## src/rtl/data_prefetcher_pkg.sv

```systemverilog
// -----------------------------------------------------------------------------
// data_prefetcher_pkg
//
// Purpose: types and helpers shared by the stride data prefetcher and its
// outstanding request list.
//   rpt_state_t  - per-PC stride confidence state
//   rpt_entry_t  - one reference prediction table entry
//   ORL_EMPTY    - marker for "no address returning this cycle"
//   nextState    - confidence transition on an RPT hit
//   strideRetrains - whether a hit replaces the stored stride
// -----------------------------------------------------------------------------
package data_prefetcher_pkg;

  typedef enum logic [1:0] {
    INIT      = 2'd0,
    TRANSIENT = 2'd1,
    STEADY    = 2'd2,
    NOPRED    = 2'd3
  } rpt_state_t;

  // The tag is kept at full PC width (pc >> index bits); the unused upper bits
  // are constant zero and fall away in synthesis.
  typedef struct packed {
    logic       valid;
    logic [15:0] tag;
    logic [15:0] lastAddr;
    logic [15:0] stride;
    rpt_state_t  state;
  } rpt_entry_t;

  localparam logic [15:0] ORL_EMPTY = 16'hFFFF;

  function automatic rpt_state_t nextState(input rpt_state_t cur, input logic correct);
    rpt_state_t ns;
    case (cur)
      INIT:      ns = correct ? STEADY    : TRANSIENT;
      TRANSIENT: ns = correct ? STEADY    : NOPRED;
      STEADY:    ns = correct ? STEADY    : INIT;
      default:   ns = correct ? TRANSIENT : NOPRED;
    endcase
    return ns;
  endfunction

  // A wrong prediction relearns the stride, except from STEADY where one
  // miss only drops confidence and keeps the established stride.
  function automatic logic strideRetrains(input rpt_state_t cur, input logic correct);
    return !correct && (cur != STEADY);
  endfunction

endpackage

```

## src/rtl/prefetch_orl.sv

```systemverilog
// -----------------------------------------------------------------------------
// prefetch_orl
//
// Purpose: outstanding request list. A MEM_LATENCY-deep 16-bit shift register
// that delays every address placed on the memory load port so that its output
// names the address whose data the fixed-latency memory returns this cycle.
//
// Ports:
//   clk       in   rising-edge clock
//   rst       in   synchronous active-high reset (all stages to ORL_EMPTY)
//   shiftIn   in   address issued this cycle, or ORL_EMPTY when idle
//   orlOutput out  address returning this cycle, ORL_EMPTY when none
// -----------------------------------------------------------------------------
module prefetch_orl
  import data_prefetcher_pkg::*;
#(
  parameter int MEM_LATENCY = 8
) (
  input  logic        clk,
  input  logic        rst,
  input  logic [15:0] shiftIn,
  output logic [15:0] orlOutput
);

  logic [15:0] stageReg [MEM_LATENCY];

  always_ff @(posedge clk) begin
    if (rst) begin
      for (int i = 0; i < MEM_LATENCY; i++) begin
        stageReg[i] <= ORL_EMPTY;
      end
    end else begin
      stageReg[0] <= shiftIn;
      for (int i = 1; i < MEM_LATENCY; i++) begin
        stageReg[i] <= stageReg[i-1];
      end
    end
  end

  // An address shifted in at the end of cycle t is visible in the last stage
  // during cycle t + MEM_LATENCY.
  assign orlOutput = stageReg[MEM_LATENCY-1];

endmodule

```

## src/rtl/data_prefetcher.sv

```systemverilog
// -----------------------------------------------------------------------------
// data_prefetcher
//
// Purpose: PC-indexed stride prefetcher beside the L1 data cache. Learns a
// stride per load PC in a direct-mapped reference prediction table, queues a
// one-ahead prefetch when a PC is in STEADY state, and issues it on the shared
// memory load port in a cycle with no demand load. An outstanding request list
// reports which address the memory returns each cycle.
//
// Optional build macro: PF_JMP_FLUSH_EN
//   defined   - jmp clears the pending prefetch and blocks issue that cycle
//   undefined - jmp is ignored
//
// Ports:
//   clk            in   rising-edge clock
//   rst            in   synchronous active-high reset
//   pc             in   PC of the load presented this cycle
//   dReadEnable    in   demand load valid this cycle
//   dAddress       in   demand load word address
//   memRequest     out  prefetch request valid (combinational)
//   requestAddress out  prefetch address
//   orlOutput      out  address returning from memory this cycle, FFFF if none
//   jmp            in   control-flow redirect this cycle
//   jmpAddr        in   redirect target (interface compatibility only)
// -----------------------------------------------------------------------------
module data_prefetcher
  import data_prefetcher_pkg::*;
#(
  parameter int MEM_LATENCY = 8,
  parameter int RPT_ENTRIES = 16
) (
  input  logic        clk,
  input  logic        rst,
  input  logic [15:0] pc,
  input  logic        dReadEnable,
  input  logic [15:0] dAddress,
  output logic        memRequest,
  output logic [15:0] requestAddress,
  output logic [15:0] orlOutput,
  input  logic        jmp,
  input  logic [11:0] jmpAddr
);

  localparam int IDX_W = $clog2(RPT_ENTRIES);

  // ---------------------------------------------------------------------------
  // RPT lookup (combinational read of the entry selected by the low PC bits)
  // ---------------------------------------------------------------------------
  logic [IDX_W-1:0] rptIndex;
  logic [15:0]      rptTag;
  rpt_entry_t       rptRead [RPT_ENTRIES];
  rpt_entry_t       lookup;
  rpt_entry_t       entryNext;
  logic             lookupHit;
  logic             strideCorrect;
  logic [15:0]      predictedAddr;
  logic [15:0]      observedStride;
  logic             genPrefetch;
  logic [15:0]      prefetchAddr;

  assign rptIndex       = pc[IDX_W-1:0];
  assign rptTag         = pc >> IDX_W;
  assign lookup         = rptRead[rptIndex];
  assign lookupHit      = lookup.valid && (lookup.tag == rptTag);
  assign predictedAddr  = lookup.lastAddr + lookup.stride;
  assign strideCorrect  = (dAddress == predictedAddr);
  assign observedStride = dAddress - lookup.lastAddr;

  // A miss allocates a fresh INIT entry; a hit advances the confidence state.
  // last_addr always tracks the newest demand address.
  always_comb begin
    entryNext.valid    = 1'b1;
    entryNext.tag      = rptTag;
    entryNext.lastAddr = dAddress;
    entryNext.stride   = 16'h0000;
    entryNext.state    = INIT;
    if (lookupHit) begin
      entryNext.state  = nextState(lookup.state, strideCorrect);
      entryNext.stride = strideRetrains(lookup.state, strideCorrect) ? observedStride
                                                                     : lookup.stride;
    end
  end

  assign genPrefetch  = dReadEnable && lookupHit && (entryNext.state == STEADY) &&
                        (entryNext.stride != 16'h0000);
  assign prefetchAddr = dAddress + entryNext.stride;

  // One register per entry; only the indexed entry is written on a demand load.
  genvar gi;
  generate
    for (gi = 0; gi < RPT_ENTRIES; gi++) begin : genRpt
      rpt_entry_t entryReg;

      always_ff @(posedge clk) begin
        if (rst) begin
          entryReg <= '0;
        end else if (dReadEnable && (rptIndex == IDX_W'(gi))) begin
          entryReg <= entryNext;
        end
      end

      assign rptRead[gi] = entryReg;
    end
  endgenerate

  // ---------------------------------------------------------------------------
  // Redirect handling
  // ---------------------------------------------------------------------------
  logic jmpFlush;
  logic unusedInputs;

`ifdef PF_JMP_FLUSH_EN
  assign jmpFlush     = jmp;
  assign unusedInputs = ^jmpAddr;
`else
  assign jmpFlush     = 1'b0;
  assign unusedInputs = ^{jmp, jmpAddr};
`endif

  // ---------------------------------------------------------------------------
  // Pending prefetch: a single slot, newest prediction wins
  // ---------------------------------------------------------------------------
  logic        pendingValid;
  logic [15:0] pendingAddr;

  // Demand loads own the memory port; the prefetch only goes out when idle.
  assign memRequest     = pendingValid && !dReadEnable && !jmpFlush;
  assign requestAddress = pendingAddr;

  // genPrefetch needs a demand load and memRequest needs its absence, so the
  // two never compete at one edge; a redirect beats both.
  always_ff @(posedge clk) begin
    if (rst) begin
      pendingValid <= 1'b0;
      pendingAddr  <= 16'h0000;
    end else if (jmpFlush) begin
      pendingValid <= 1'b0;
    end else if (genPrefetch) begin
      pendingValid <= 1'b1;
      pendingAddr  <= prefetchAddr;
    end else if (memRequest) begin
      pendingValid <= 1'b0;
    end
  end

  // ---------------------------------------------------------------------------
  // Outstanding request list
  // ---------------------------------------------------------------------------
  logic [15:0] orlIn;

  always_comb begin
    orlIn = ORL_EMPTY;
    if (dReadEnable) begin
      orlIn = dAddress;
    end else if (memRequest) begin
      orlIn = requestAddress;
    end
  end

  prefetch_orl #(
    .MEM_LATENCY(MEM_LATENCY)
  ) orl (
    .clk      (clk),
    .rst      (rst),
    .shiftIn  (orlIn),
    .orlOutput(orlOutput)
  );

endmodule

```

## config.mk

```make
export PLATFORM = sky130hd
export DESIGN_NAME = data_prefetcher
export DESIGN_NICKNAME = d
export VERILOG_FILES = /design/src/rtl/data_prefetcher_pkg.sv /design/src/rtl/prefetch_orl.sv /design/src/rtl/data_prefetcher.sv
export SDC_FILE = /design/constraint.sdc
export NUM_CORES = 2
export LEC_CHECK = 0
export CAP_MARGIN = 20
export CORE_ASPECT_RATIO = 1.25
export CORE_MARGIN = 2
export CORE_UTILIZATION = 50
export CTS_CLUSTER_DIAMETER = 30
export DETAILED_ROUTE_END_ITERATION = 6
export DONT_BUFFER_PORTS = 1
export PLACE_DENSITY = 0.77
export SYNTH_ARGS = -nofsm -noshare
export SYNTH_HDL_FRONTEND = slang
export SYNTH_SLANG_ARGS = --single-unit
```

## constraint.sdc

```tcl
create_clock -name clk -period 12.4 [get_ports clk]
set_clock_uncertainty 0.1 [all_clocks]
set_input_delay 2.48 -clock clk [delete_from_list [all_inputs] [get_ports clk]]
set_output_delay 2.48 -clock clk [all_outputs]
set_load 0.05 [all_outputs]
```

# Word level (Yosys, flattened, before mapping)
# Memories as Yosys holds them, arrays and structs flattened.
# Cells that the tools add are included.
# Widths: inputs -> output; s select.
# word_totals
regBits	769
mem_bits_rw	128
in_bits	48
n_memories	1
# classes
n_addsub	3
magnitude_cmp	1
eq_ne	21
n_mux	25
n_bitwise	9
reduce_logical	28
# mem_list
name	depth	word_bits	rd	rd_clocked_by_memory_dff	write_ports	line_no	source
orl.stageReg	8	16	8	0	8	prefetch_orl.sv:25	logic [15:0] stageReg [MEM_LATENCY];
# op_table
op	count
$bmux 51 s4	1
$mux 16	11
$mux 51	2
$add 16x16->16	2
$eq 4x4->1 const B	8
$logic_and 1x1->1	22
$mux 18	1
$eq 16x12->1	1
$eq 16x16->1	1
$eq 4x3->1 const B	4
$reduce_bool 16->1	1
$sub 16x16->16	1
$eq 4x2->1 const B	2
$or 1x1->1	8
$mux 1	6
$mux 2	3
$pmux 2 s3	1
$ge 5x5->1 const B	1
$not 4->5	1
$eq 2x2->1 const B	2
$eq 4x1->1 const B	1
$logic_not 4->1	1
$eq 2x1->1 const B	1
$logic_not 1->1	2
other kinds (3)	3

# Logic depth before layout (Yosys ltp)
# depth
word_depth	14
depth_mapped	41
ltp_nobuf	30

# Hierarchy
# A second synthesis with hierarchy kept.
# unflattened
hier_cells	4507
area_unflattened_um2	39133.8
# by_module_without_submodules
mod	instances	cells_per_inst	area_per_inst_um2	seq_area_each_um2
data_prefetcher	1	4237	35619.2	15394.8
prefetch_orl	1	270	3514.6	2562.5

# Least setup slack after synthesis
# No wires, ideal clock.
# synth_timing
path_kind	input port to flip-flop
startpoint	input port pc[0]
endpoint	register pendingAddr[14] (netlist: requestAddress[14])
setup_time_ps	128
t_arrival_ps	10484
setup_slack_ps	1689
stages	39
path_buffers	12
path_cell_list	buf_6 > buf_6 > buf_6 > buf_6 > buf_6 > buf_6 > clkbuf_1 > buf_2 > buf_1 > mux4_2 > mux4_2 > ha_1 > clkbuf_1 > and4_1 > a211oi_1 > or4_1 > a2111oi_0 > o2111ai_1 > (+3 left out) > a21oi_1 > nor2_2 > buf_4 > ha_1 > ha_1 > a21o_1 > a21o_1 > a21oi_1 > o21bai_1 > a21oi_1 > o21bai_1 > nor2_1 > o21bai_1 > a21oi_1 > o21ai_0 > xor2_1 > mux2i_1 > nor2_1
# synth_rtl
element	line_no	source
start: declaration	data_prefetcher.sv:34	input logic [15:0] pc,
end signal: assignment	data_prefetcher.sv:140	pendingAddr <= prefetchAddr;
end: declaration	data_prefetcher.sv:124	logic [15:0] pendingAddr;

# Worst setup path after layout
# layout_timing
startpoint	input port pc[3]
endpoint	register pendingAddr[14] (netlist: requestAddress[14])
# layout_between
elab_chain_len	12
# layout_rtl
element	line_no	source
$not 4->5 (implied by the code) *	data_prefetcher.sv:63	assign lookup = rptRead[rptIndex];
$bmux 51 s4 *	data_prefetcher.sv:63	
$mux 51 (implied by the code) * (2 in series)	data_prefetcher.sv:63	
parallel branches: the longest is 8 deep, another holds $add 16x16->16	-	
# Mark *: on every way between the ends. The select of a mux whose other input is x is not followed.
# A chain may end at the register's enable or synchronous reset.

==> summary.txt <==
Floorplanning
  • Horiz. Die Dim: 254 um
  • Chip Height: 317 um
  • Starting Density: 0.506
  • Core area: 77500 um^2
  • Die area: 80600 um^2
  • I/O pin count: 81
  • Row count: 114

Status
  • Failing checks: DRC, slew limit
  • Outcome: finished with violations

Route
  • WL per Instance: 21.6 um
  • Metal-1 WL: 42400 um
  • DR WL met2: 55100 um
  • Via count: 32900
  • Initial DRC Count: 3832
  • Residual DRC: 1
  • Routed wire length on met3: ~13000 um
  • Post-DRT Antenna Nets: 0
  • WL final: approximately 120000 um
  • Top layer used by detailed routing: met4
  • Vias per inst: 6.01
  • Drt pass-1 iters: 7

Setup path
  • Arr. time, crit path: 10220 ps
  • CP Depth: 28
  • CP Max Fanout: 53
  • Reg2reg start: genRpt[9].entryReg[2]
  • Reg2reg end: requestAddress[14]
  • Critical path endpoint category: flip-flop
  • Reg2reg path depth: 30
  • Worst reg2reg setup slack: around 4600 ps
  • Worst path bufs/invs: 3
  • Worst setup path start: pc[3]
  • Crit path required time: around 13000 ps
  • Crit path largest cell delay: 630 ps
  • Crit path to: requestAddress[14]
  • CP startpoint kind: input pin
  • Most frequent cell on the critical path: a21oi_1
  • Critical path's slowest cell: clkinv_2
  • Critical path type: in2reg
  • Crit-path leading delay family: compound AO/OA/AOI/OAI gates

Synth
  • Post-synth ARST share: 0
  • Post-synthesis sequential area ratio: 0.459
  • Yosys top cell area share: 0.459
  • Mapped Area: 39200 um^2
  • Cell taking the most area after synthesis: dfxtp_1
  • Synth Flop Type: dfxtp_1
  • Most area-consuming cells after synthesis: dfxtp_1, nand2_1, mux4_2
  • Yosys warns: 0
  • Number of synthesized flops with an enable pin: 0
  • Post-Syn Instances: 4548
  • Syn_area_per_cell: 8.61 um^2
  • Synth Net Count: about 4600
  • Yosys cell types: 70
  • Yosys reg bits: 897

Clock tree
  • Clock transition at path regs: approximately 60 ps
  • TritonCTS clock tree: yes
  • Root Driver: clkbuf_16
  • H-tree levels: 4
  • Clk Latency, worst-skew pair: 750 ps
  • Setup bufs post-CTS: 0
  • CTS Hold Buffers Added: 0
  • Post-CTS resize count: 0
  • Number of buffers created by CTS: 139
  • CTS max path bufs: 3
  • CTS Sinks: 897

Placement
  • I/O Buffers: 0
  • GPL Wtd Cong: 0.957
  • Final HPWL DP: ~63000 um
  • Pre-CTS setup slack: 2080 ps
  • Placed instance area: 39100 um^2
  • Post-Place Cells: 5215

STA
  • Tmin final: around 9800 ps
  • Slew headroom: -0.797
  • Fmax: roughly 0.1 GHz
  • Final Cycle Share: 0.790
  • Final Hold Viols: 0
  • Slew @ Worst Pin: roughly 2700 ps
  • Final Max Slew Viols: 429
  • RSZ-0062 raised after global routing: no
  • Final Setup Violations: 0
  • Setup_tns: 0 ps
  • PnR worst setup slack: 2600 ps

Job
  • Max cap viols: 0

Final layout
  • Layout Cells excl Fill: 5466
  • Most common cell after layout, fill and taps aside: nand2_1
  • Nets: 4408
  • Post-Layout Inst Area: 44200 um^2
  • ANT cells: 0
  • Layout cells sized above 1: 0.151
  • Most frequent cells in the layout: nand2_1, dfxtp_1, a21oi_1, mux4_2, clkbuf_16
  • Area Overhead vs Synth: 12.9%

Power
  • Internal power: 5.67 mW
  • Psw: 1.62 mW
  • Part of the power in combinational logic: 0.029
  • PwrDens: 165 nW/um^2
  • Clk pwr share: 0.570
  • VDD IR max: 0.134 mV
  • P_leak: between 10 and 15 nW
  • Switch share: 0.222
  • Sequential power share: 0.401

GRT
  • GRT Resource Usage Total: 0.291
  • First-pass GRT wire length: about 180000 um
  • Largest net degree at the start of global routing: 899
  • Grt ovf: 0
  • Vias in the first global route: 32500
  • Initial antenna violation count: 0

Min path
  • Hold Path Class: reg2reg
logic make-up (layout without fill, tap and decap cells):
family,Yosys count,count (layout),share of synthesized area
simple gates,1879,1879,0.197
compound gates,932,932,0.128
flops,897,897,0.459
buf+inv,456,330,0.0494
mux,284,284,0.140
xor+xnor,53,53,0.0120
fa+ha+maj,47,47,0.0154
routing by layer:
metal / up-vias / global-route usage
met5: - / 0
met4: 0 / 0.179
met3: 495 / 0.0642
met2: 1910 / 0.477
met1: 15600 / 0.350
li1: 14800 / -
synth_stat cells, types with 4 or more instances:
library cell / number
mux4_2: 209
ha_1: 45
nor2_2: 11
a21oi_1: 786
o21bai_1: 21
xnor2_1: 30
nor3b_1: 17
nand4_1: 15
nand2_1: 1493
a21boi_0: 4
dfxtp_1: 897
a211oi_1: 7
o21ai_0: 29
a21o_1: 17
nor4_1: 5
buf_4: 26
nor2_1: 128
o21a_1: 7
or2_2: 114
a221oi_1: 5
and3_1: 5
buf_1: 24
o31ai_1: 7
a22oi_1: 5
buf_6: 10
a31oi_1: 8
nand3_1: 18
or3_1: 4
nor2_4: 4
buf_2: 41
xor2_1: 22
nor2b_1: 22
inv_1: 37
clkbuf_1: 317
mux2i_1: 71
o211ai_1: 8
o311ai_0: 4
nor3_1: 20
and2_1: 4
nand2b_1: 8
worst register-to-register path, delay by kind of cell, from the launching register on:
| family | cells | cell delay, ps |
|---|---|---|
| compound gates | 15 | 3140 |
| xor+xnor | 2 | 310 |
| buf+inv | 2 | 470 |
| flops | 1 | 310 |
| fa+ha+maj | 4 | 1210 |
| mux | 3 | 1170 |
| simple gates | 4 | 850 |
cell type report:
cell class	count	area, um^2
clock buffer	162	3700
clock inverter	88	1370
fill	6364	33200
inverter	38	144
multi-input combinational	3195	19400
sequential	897	18000
tap	1044	1310
timing repair buffer	42	325
registers in the layout, summed over array words and instances, names as in the netlist:
register         flops
orl.stageReg       128
pendingValid         1
genRpt.entryReg    752
requestAddress      16
how the worst min path moves through the flow:
stage / slack [ps] / start / cells past startpoint / end
2_1_floorplan: 290 / orl.stageReg[0][84] / 1 / orl.stageReg[0][100]
3_5_place_dp: 290 / orl.stageReg[0][47] / 1 / orl.stageReg[0][63]
4_1_cts: 310 / orl.stageReg[0][15] / 1 / orl.stageReg[0][31]
3_3_place_gp: 290 / orl.stageReg[0][12] / 1 / orl.stageReg[0][28]
5_1_grt: 310 / orl.stageReg[0][13] / 1 / orl.stageReg[0][29]
6_report: 310 / orl.stageReg[0][13] / 1 / orl.stageReg[0][29]
power by group through the flow:
stage / combinational (mW) / sequential [mW] / clock (mW)
floorplan: 0.244 / 2.98 / 0
CTS: 0.205 / 2.92 / 4.18
global route: 0.221 / 2.92 / 4.31
detailed placement: 0.203 / 2.98 / 0
global placement: 0.200 / 2.98 / 0
finish: 0.212 / 2.92 / 4.15
metrics by stage:
stage / utilization / hold slack (ps) / power, mW
after detailed placement: 0.505 / 293 / 3.18
after CTS: 0.571 / 306 / 7.30
after global placement: 0.505 / 291 / 3.18
after global routing: 0.571 / 314 / 7.46
after floorplan: - / 289 / 3.22
final: 0.571 / 306 / 7.29
No activity file was read; power rests on OpenSTA's default activity.
